==> config.mk <==
export PLATFORM = sky130hd
export DESIGN_NAME = mem_access_stage
export DESIGN_NICKNAME = d
export VERILOG_FILES = /design/src/rtl/rv_mem_pkg.sv /design/src/rtl/store_align.sv /design/src/rtl/mem_access_stage.sv
export SDC_FILE = /design/constraint.sdc
export NUM_CORES = 1
export LEC_CHECK = 0
export CELL_PAD_IN_SITES_DETAIL_PLACEMENT = 1
export CELL_PAD_IN_SITES_GLOBAL_PLACEMENT = 1
export CORE_MARGIN = 2
export CORE_UTILIZATION = 30
export DETAILED_ROUTE_END_ITERATION = 10
export PLACE_DENSITY_LB_ADDON = 0.1
export REMOVE_ABC_BUFFERS = 1
export SYNTH_ARGS = -nofsm -noshare
export SYNTH_HDL_FRONTEND = slang
export SYNTH_SLANG_ARGS = --single-unit
==> constraint.sdc <==
create_clock -name clk -period 10.8 [get_ports clk]
set_input_delay 1.08 -clock clk [delete_from_list [all_inputs] [get_ports clk]]
set_output_delay 1.08 -clock clk [all_outputs]
set_load 0.05 [all_outputs]
==> src/rtl/rv_mem_pkg.sv <==
// Shared definitions for the RV32I memory-access stage: funct3/RegSrc codes,
// FSM state encoding and the EX-field record carried through to write-back.
package rv_mem_pkg;

   localparam logic [2:0] F3_LB  = 3'b000;
   localparam logic [2:0] F3_LH  = 3'b001;
   localparam logic [2:0] F3_LW  = 3'b010;
   localparam logic [2:0] F3_LBU = 3'b100;
   localparam logic [2:0] F3_LHU = 3'b101;
   localparam logic [2:0] F3_SB  = 3'b000;
   localparam logic [2:0] F3_SH  = 3'b001;
   localparam logic [2:0] F3_SW  = 3'b010;

   localparam logic [1:0] RS_ALU   = 2'd0;
   localparam logic [1:0] RS_DMEM  = 2'd1;
   localparam logic [1:0] RS_PCIMM = 2'd2;
   localparam logic [1:0] RS_PC4   = 2'd3;

   typedef enum logic [1:0] {
      ST_IDLE = 2'd0,
      ST_REQ  = 2'd1,
      ST_WAIT = 2'd2
   } state_t;

   typedef struct packed {
      logic [31:0] alu;
      logic [31:0] pc_imm;
      logic [31:0] pc;
      logic [2:0]  funct3;
      logic [1:0]  regsrc;
   } ex_rec_t;

   function automatic logic f3_legal(input logic [2:0] f3, input logic is_store);
      if (is_store) return f3 inside {F3_SB, F3_SH, F3_SW};
      return f3 inside {F3_LB, F3_LH, F3_LW, F3_LBU, F3_LHU};
   endfunction

endpackage

==> src/rtl/store_align.sv <==
// Byte-lane enables, lane-shifted store data and misalignment detect for one
// load/store access; purely combinational.
module store_align
   import rv_mem_pkg::*;
(
   input  logic [2:0]  funct3_i,
   input  logic        is_store_i,
   input  logic [1:0]  off_i,
   input  logic [31:0] rs2_i,
   output logic [3:0]  we_o,
   output logic [31:0] wdata_o,
   output logic        misaligned_o
);

   always_comb begin
      we_o    = 4'b0000;
      wdata_o = rs2_i << {off_i, 3'b000};
      case (funct3_i[1:0])
         2'b00:   we_o = 4'b0001 << off_i;
         2'b01:   we_o = 4'b0011 << off_i;
         default: we_o = 4'b1111;
      endcase
      // Undefined width codes are reported as misaligned so memory is never touched.
      misaligned_o = !f3_legal(funct3_i, is_store_i)
                  || (funct3_i[1:0] == 2'b01 && off_i[0])
                  || (funct3_i[1:0] == 2'b10 && off_i != 2'b00);
   end

endmodule

==> src/rtl/mem_access_stage.sv <==
// MEM stage: accepts one EX result per handshake, runs a single load/store on
// the data-memory port and presents registered write-back fields.
//
//   state   | meaning
//   --------+--------------------------------------------------------------
//   ST_IDLE | ready for EX; non-mem/misaligned ops complete from here
//   ST_REQ  | dmem_en pulse with address/lanes/data on the port
//   ST_WAIT | waiting for dmem_rvalid, bus error after TIMEOUT cycles
module mem_access_stage
   import rv_mem_pkg::*;
#(
   parameter int ADDR_W  = 12,
   parameter int TIMEOUT = 16
) (
   input  logic              clk,
   input  logic              rst,
   input  logic              ex_valid,
   output logic              ex_ready,
   input  logic [31:0]       ex_alu_result,
   input  logic [31:0]       ex_pc_imm,
   input  logic [31:0]       ex_pc,
   input  logic [2:0]        ex_funct3,
   input  logic [1:0]        ex_regsrc,
   input  logic              ex_mem_read,
   input  logic              ex_mem_write,
   input  logic [31:0]       ex_rs2_data,
   output logic              dmem_en,
   output logic [3:0]        dmem_we,
   output logic [ADDR_W-1:0] dmem_addr,
   output logic [31:0]       dmem_wdata,
   input  logic [31:0]       dmem_rdata,
   input  logic              dmem_rvalid,
   output logic              wb_valid,
   output logic [31:0]       wb_alu_result,
   output logic [31:0]       wb_pc_imm,
   output logic [31:0]       wb_pc,
   output logic [2:0]        wb_funct3,
   output logic [1:0]        wb_regsrc,
   output logic [31:0]       wb_dmem_word,
   output logic              wb_misaligned,
   output logic              wb_bus_err
);

   localparam int CNT_W = $clog2(TIMEOUT + 1);

   state_t            state_q;
   logic [CNT_W-1:0]  cnt_q;
   ex_rec_t           pend_q;
   ex_rec_t           wb_q;
   logic              is_load_q;
   logic              dmem_en_q;
   logic [3:0]        dmem_we_q;
   logic [ADDR_W-1:0] dmem_addr_q;
   logic [31:0]       dmem_wdata_q;
   logic              wb_valid_q;
   logic [31:0]       wb_word_q;
   logic              wb_mis_q;
   logic              wb_err_q;

   logic              mem_op;
   logic [3:0]        sa_we;
   logic [31:0]       sa_wdata;
   logic              sa_mis;
   ex_rec_t           ex_rec;

   assign mem_op = ex_mem_read | ex_mem_write;
   assign ex_rec = '{alu: ex_alu_result, pc_imm: ex_pc_imm, pc: ex_pc,
                     funct3: ex_funct3, regsrc: ex_regsrc};

   store_align u_store_align (
      .funct3_i     (ex_funct3),
      .is_store_i   (ex_mem_write),
      .off_i        (ex_alu_result[1:0]),
      .rs2_i        (ex_rs2_data),
      .we_o         (sa_we),
      .wdata_o      (sa_wdata),
      .misaligned_o (sa_mis)
   );

   always_ff @(posedge clk or posedge rst) begin
      if (rst) begin
         state_q      <= ST_IDLE;
         cnt_q        <= '0;
         pend_q       <= '0;
         wb_q         <= '0;
         is_load_q    <= 1'b0;
         dmem_en_q    <= 1'b0;
         dmem_we_q    <= 4'b0000;
         dmem_addr_q  <= '0;
         dmem_wdata_q <= '0;
         wb_valid_q   <= 1'b0;
         wb_word_q    <= '0;
         wb_mis_q     <= 1'b0;
         wb_err_q     <= 1'b0;
      end else begin
         wb_valid_q <= 1'b0;
         dmem_en_q  <= 1'b0;
         case (state_q)
            ST_IDLE: begin
               if (ex_valid) begin
                  if (mem_op && !sa_mis) begin
                     pend_q       <= ex_rec;
                     is_load_q    <= !ex_mem_write;
                     dmem_en_q    <= 1'b1;
                     dmem_we_q    <= ex_mem_write ? sa_we : 4'b0000;
                     dmem_addr_q  <= ex_alu_result[ADDR_W+1:2];
                     dmem_wdata_q <= ex_mem_write ? sa_wdata : 32'd0;
                     state_q      <= ST_REQ;
                  end else begin
                     wb_q       <= ex_rec;
                     wb_word_q  <= 32'd0;
                     wb_mis_q   <= mem_op;
                     wb_err_q   <= 1'b0;
                     wb_valid_q <= 1'b1;
                  end
               end
            end
            ST_REQ: state_q <= ST_WAIT;
            ST_WAIT: begin
               // A response on the last allowed cycle still wins over the timeout.
               if (dmem_rvalid) begin
                  wb_q       <= pend_q;
                  wb_word_q  <= is_load_q ? dmem_rdata : 32'd0;
                  wb_mis_q   <= 1'b0;
                  wb_err_q   <= 1'b0;
                  wb_valid_q <= 1'b1;
                  cnt_q      <= '0;
                  state_q    <= ST_IDLE;
               end else if (cnt_q == CNT_W'(TIMEOUT - 1)) begin
                  wb_q       <= pend_q;
                  wb_word_q  <= 32'd0;
                  wb_mis_q   <= 1'b0;
                  wb_err_q   <= 1'b1;
                  wb_valid_q <= 1'b1;
                  cnt_q      <= '0;
                  state_q    <= ST_IDLE;
               end else begin
                  cnt_q <= cnt_q + CNT_W'(1);
               end
            end
            default: state_q <= ST_IDLE;
         endcase
      end
   end

   assign ex_ready      = (state_q == ST_IDLE);
   assign dmem_en       = dmem_en_q;
   assign dmem_we       = dmem_we_q;
   assign dmem_addr     = dmem_addr_q;
   assign dmem_wdata    = dmem_wdata_q;
   assign wb_valid      = wb_valid_q;
   assign wb_alu_result = wb_q.alu;
   assign wb_pc_imm     = wb_q.pc_imm;
   assign wb_pc         = wb_q.pc;
   assign wb_funct3     = wb_q.funct3;
   assign wb_regsrc     = wb_q.regsrc;
   assign wb_dmem_word  = wb_word_q;
   assign wb_misaligned = wb_mis_q;
   assign wb_bus_err    = wb_err_q;

endmodule

==> report_table.html <==
<table>
<tr><th>Metric</th><th>Value</th></tr>
<tr><th colspan="2">Outcome</th></tr>
<tr><td>Result of the run</td><td>complete, no violations</td></tr>
<tr><th colspan="2">Synth</th></tr>
<tr><td>Average cell area after synthesis</td><td>approximately 13 sq um</td></tr>
<tr><td>Post-Synthesis Cells</td><td>902</td></tr>
<tr><td>Area fraction of the dominant cell type after synthesis</td><td>0.595</td></tr>
<tr><td>FFs w/ async S/R, synth</td><td>1.00</td></tr>
<tr><td>Count of distinct cell types in the synthesized netlist</td><td>42</td></tr>
<tr><td>Post-Syn Area</td><td>0.0119 sq mm</td></tr>
<tr><td>Sequential element share of the synthesized area</td><td>0.595</td></tr>
<tr><td>Yosys warning count</td><td>0</td></tr>
<tr><td>Synth area leader</td><td>sky130_fd_sc_hd__dfrtp_1</td></tr>
<tr><td>Most used flip-flop cell after synthesis</td><td>sky130_fd_sc_hd__dfrtp_1</td></tr>
<tr><td>Number of synthesized flops with an enable pin</td><td>0</td></tr>
<tr><td>Synth top area cells</td><td>sky130_fd_sc_hd__dfrtp_1 (59%), sky130_fd_sc_hd__mux2_1 (5.9%), sky130_fd_sc_hd__nand2b_1 (5.5%)</td></tr>
<tr><td>Flip-flop and latch count after synthesis</td><td>about 280</td></tr>
<tr><th colspan="2">CTS</th></tr>
<tr><td>H-Tree Level Count</td><td>2</td></tr>
<tr><td>Total clock buffers created by CTS</td><td>36</td></tr>
<tr><td>Post CTS Setup Buffer Count</td><td>0</td></tr>
<tr><td>Reg clk slew, reported paths</td><td>0.06 ns</td></tr>
<tr><td>CTS tree</td><td>built</td></tr>
<tr><td>Cts hold-fix bufs</td><td>0</td></tr>
<tr><td>Maximum root-to-sink buffer count</td><td>3</td></tr>
<tr><td>PostCTS Resize Cnt</td><td>0</td></tr>
<tr><td>Skew-Pair Late Insertion Delay</td><td>0.54 ns</td></tr>
<tr><td>Clock root cell</td><td>sky130_fd_sc_hd__clkbuf_16</td></tr>
<tr><td># clock sinks</td><td>282</td></tr>
<tr><th colspan="2">STA</th></tr>
<tr><td>RSZ-0062 raised after global routing</td><td>false</td></tr>
<tr><td>Setup violations, final</td><td>0</td></tr>
<tr><td>Peak Freq</td><td>approximately 210 MHz</td></tr>
<tr><td>Count of final hold-check violations</td><td>0</td></tr>
<tr><td>Clock skew after layout</td><td>0.0159 ns</td></tr>
<tr><td>Remaining max-slew budget at the tightest pin</td><td>0.156</td></tr>
<tr><td>Total count of max-transition violations in the final report</td><td>0</td></tr>
<tr><td>Portion of the clock cycle consumed by the worst path in the final layout</td><td>0.436</td></tr>
<tr><td>Slew at the pin closest to its max-slew limit</td><td>1.27 ns</td></tr>
<tr><td>TNS Setup</td><td>0 ns</td></tr>
<tr><td>Minimum period implied by the final worst setup slack</td><td>4.71 ns</td></tr>
<tr><th colspan="2">Drt</th></tr>
<tr><td>WL per Instance</td><td>roughly 20 um</td></tr>
<tr><td>Post-detailed-route via-to-cell ratio</td><td>4.88</td></tr>
<tr><td>Detailed Route Iter0 Violations</td><td>426</td></tr>
<tr><td>Count of TritonRoute iterations in the first routing pass</td><td>5</td></tr>
<tr><td>Post-detailed-route DRC marker count</td><td>0</td></tr>
<tr><td>Aggregate routed wire length</td><td>36300 um</td></tr>
<tr><td>Number of antenna-violating nets in the routed design</td><td>0</td></tr>
<tr><td>Via count</td><td>8622</td></tr>
<tr><th colspan="2">Worst hold path</th></tr>
<tr><td>Hold path depth</td><td>1</td></tr>
<tr><td>Type of the tightest min-delay check</td><td>register to register</td></tr>
<tr><th colspan="2">GRT</th></tr>
<tr><td>Maximum number of pins on one net before global-route repair</td><td>a little over 90</td></tr>
<tr><td>Overall Global Routing Usage</td><td>0.178</td></tr>
<tr><td>Number of antenna violations at the first check in global routing</td><td>1</td></tr>
<tr><td>Number of global-route vias before repair</td><td>9482</td></tr>
<tr><td>Final global-route overflow total</td><td>0</td></tr>
<tr><td>First-pass GRT wire length</td><td>approximately 57000 um</td></tr>
<tr><th colspan="2">Worst setup path</th></tr>
<tr><td>Depth of the worst register-to-register path</td><td>7</td></tr>
<tr><td>Category of the worst setup path launch point</td><td>primary input</td></tr>
<tr><td>Maximum fanout count along the critical path</td><td>64</td></tr>
<tr><td>Worst Setup Path Type</td><td>primary input to register</td></tr>
<tr><td>Nature of the critical path endpoint</td><td>register</td></tr>
<tr><td>Endpoint required time on the critical path</td><td>about 11 ns</td></tr>
<tr><td>Arrival time at the worst endpoint</td><td>5.13 ns</td></tr>
<tr><th colspan="2">Power and ir drop</th></tr>
<tr><td>Total chip power</td><td>0.00405 W</td></tr>
<tr><td>Worst VDD drop</td><td>approximately 0.1 mV</td></tr>
<tr><td>Leakage dissipation</td><td>6.80 nW</td></tr>
<tr><td>Cell Pwr Density</td><td>239 mW/mm^2</td></tr>
<tr><th colspan="2">Place</th></tr>
<tr><td>GP Congestion</td><td>a little over 0.7</td></tr>
<tr><td>IO Port Bufs</td><td>356</td></tr>
<tr><td>Final HPWL from detailed placement</td><td>23400 um</td></tr>
<tr><th colspan="2">Floorplanning</th></tr>
<tr><td>Starting Density</td><td>0.305</td></tr>
<tr><td>Row cnt</td><td>72</td></tr>
<tr><td>Total I/O pin count</td><td>357</td></tr>
<tr><td>Die Height</td><td>203 um</td></tr>
<tr><td>Die X-Extent</td><td>203 um</td></tr>
<tr><td>Core Footprint</td><td>0.0388 sq mm</td></tr>
<tr><td>Floorplan die area</td><td>0.0411 sq mm</td></tr>
<tr><th colspan="2">Cells and area</th></tr>
<tr><td>Filler cell count</td><td>4033</td></tr>
<tr><td>Nets</td><td>approximately 1400</td></tr>
<tr><td>Area growth from synthesis to final layout</td><td>42.6%</td></tr>
<tr><td>Fraction of layout cells with a size suffix above 1</td><td>0.143</td></tr>
<tr><th colspan="2">Flow run</th></tr>
<tr><td>Max-capacitance violation count</td><td>0</td></tr>
</table>
## worst max-delay path, stage by stage
cell                              delay [ns]
sky130_fd_sc_hd__clkdlybuf4s50_1        0.39
sky130_fd_sc_hd__buf_4                  0.24
sky130_fd_sc_hd__nor4_4                 0.42
sky130_fd_sc_hd__o21ai_2                0.17
sky130_fd_sc_hd__a31oi_4                0.84
sky130_fd_sc_hd__clkinv_2               0.88
sky130_fd_sc_hd__buf_4                  0.65
sky130_fd_sc_hd__o221a_2                0.35
## cell usage in the layout, fill, tap and decap left out, types with 11 or more instances in the layout
cell	n
sky130_fd_sc_hd__buf_4	11
sky130_fd_sc_hd__dfrtp_1	282
sky130_fd_sc_hd__mux2i_1	16
sky130_fd_sc_hd__nand2_1	66
sky130_fd_sc_hd__nand2b_1	104
sky130_fd_sc_hd__mux2_2	46
sky130_fd_sc_hd__clkbuf_16	37
sky130_fd_sc_hd__o221a_2	57
sky130_fd_sc_hd__o221a_1	44
sky130_fd_sc_hd__o21ai_0	39
sky130_fd_sc_hd__a22o_1	32
sky130_fd_sc_hd__clkdlybuf4s50_1	355
sky130_fd_sc_hd__clkbuf_1	11
sky130_fd_sc_hd__mux2_1	62
## cells in the mapped netlist (2+ instances only)
master	instances
sky130_fd_sc_hd__nand2b_1	104
sky130_fd_sc_hd__o21ai_0	39
sky130_fd_sc_hd__clkbuf_1	38
sky130_fd_sc_hd__o211ai_1	8
sky130_fd_sc_hd__nor2b_1	4
sky130_fd_sc_hd__a22o_1	32
sky130_fd_sc_hd__mux2_2	46
sky130_fd_sc_hd__nand3_1	2
sky130_fd_sc_hd__buf_1	2
sky130_fd_sc_hd__o31ai_1	9
sky130_fd_sc_hd__o21a_1	2
sky130_fd_sc_hd__o221a_2	57
sky130_fd_sc_hd__dfrtp_1	282
sky130_fd_sc_hd__a21oi_1	5
sky130_fd_sc_hd__buf_4	15
sky130_fd_sc_hd__o2bb2ai_1	8
sky130_fd_sc_hd__buf_2	31
sky130_fd_sc_hd__o221a_1	44
sky130_fd_sc_hd__nor2_1	5
sky130_fd_sc_hd__nand2_1	66
sky130_fd_sc_hd__mux2i_1	16
sky130_fd_sc_hd__mux2_1	62
sky130_fd_sc_hd__inv_1	6
## where the power goes
group / internal (W) / switching [W] / total (W)
clock: 0.000692 / 0.000459 / 0.00115
sequential: 0.00133 / 0.000144 / 0.00147
combinational: 0.000553 / 0.000870 / 0.00142
total: 0.00257 / 0.00147 / 0.00405
## sequential cells by signal, indices dropped and copies added (netlist names)
signal         flops
wb_alu_result     32
wb_dmem_word      32
pend_q           101
wb_valid           1
is_load_q          1
dmem_en            1
wb_misaligned      1
cnt_q              5
wb_funct3          3
wb_regsrc          2
wb_pc             32
dmem_we            4
state_q            2
wb_pc_imm         32
dmem_wdata        32
wb_bus_err         1
## layout make-up
cell class,instances,area (sq um),share of cell area
Sequential cell,282,7060,0.417
Multi-Input combinational cell,527,4390,0.260
Timing Repair Buffer,367,3640,0.215
Clock buffer,57,1090,0.0645
Tap cell,518,648,0.0383
Clock inverter,7,42.5,0.00252
Inverter,7,35.0,0.00207
Antenna cell,1,2.50,0.000148
## cell families (layout without fill, tap and decap cells)
kind of cell             Yosys count  count (layout)  synth area share
flip-flops                       282             282             0.595
AO/OA/AOI/OAI                    214             214             0.164
AND/OR/NAND/NOR                  188             188            0.0861
multiplexers                     124             124             0.116
buffers and inverters             93             438            0.0374
adder cells (fa/ha/maj)            1               1           0.00105
other                              0               1                 0
## layer usage
metal / wire, um / up-vias / global-route usage
li1: - / 3926 / -
met1: 15700 / 4433 / 0.229
met2: 17500 / 213 / 0.290
met3: 2320 / 50 / 0.0478
met4: 803 / 0 / 0.0610
met5: 0 / - / 0
## through the flow
stage | instance area [sq um] | setup WS, ns | hold WS [ns] | std cells | util
global placement | 15800 | 5.46 | 0.460 | 1701 | 0.406
floorplan | 11400 | 1.94 | 0.441 | 816 | -
finish | 16900 | 6.09 | 0.478 | 1766 | 0.435
detailed placement | 15800 | 5.50 | 0.470 | 1701 | 0.406
global route | 16900 | 5.79 | 0.500 | 1766 | 0.435
CTS | 16900 | 6.06 | 0.482 | 1765 | 0.435
## path summary, 6_finish.rpt
check	end	slack [ns]	start
setup / recovery	wb_alu_result[14]$_DFFE_PP0P_	6.09	ex_alu_result[1]
hold / removal	cnt_q[4]$_DFFE_PP0P_	0.48	cnt_q[4]$_DFFE_PP0P_
setup reg to reg	wb_alu_result[14]$_DFFE_PP0P_	6.60	cnt_q[0]$_DFFE_PP0P_
hold reg to reg	cnt_q[4]$_DFFE_PP0P_	0.48	cnt_q[4]$_DFFE_PP0P_
max in group asynchronous	pend_q[13]$_DFFE_PP0P_	8.26	rst
min in group asynchronous	wb_dmem_word[10]$_DFFE_PP0P_	1.06	rst
No activity file was read; power rests on OpenSTA's default activity.
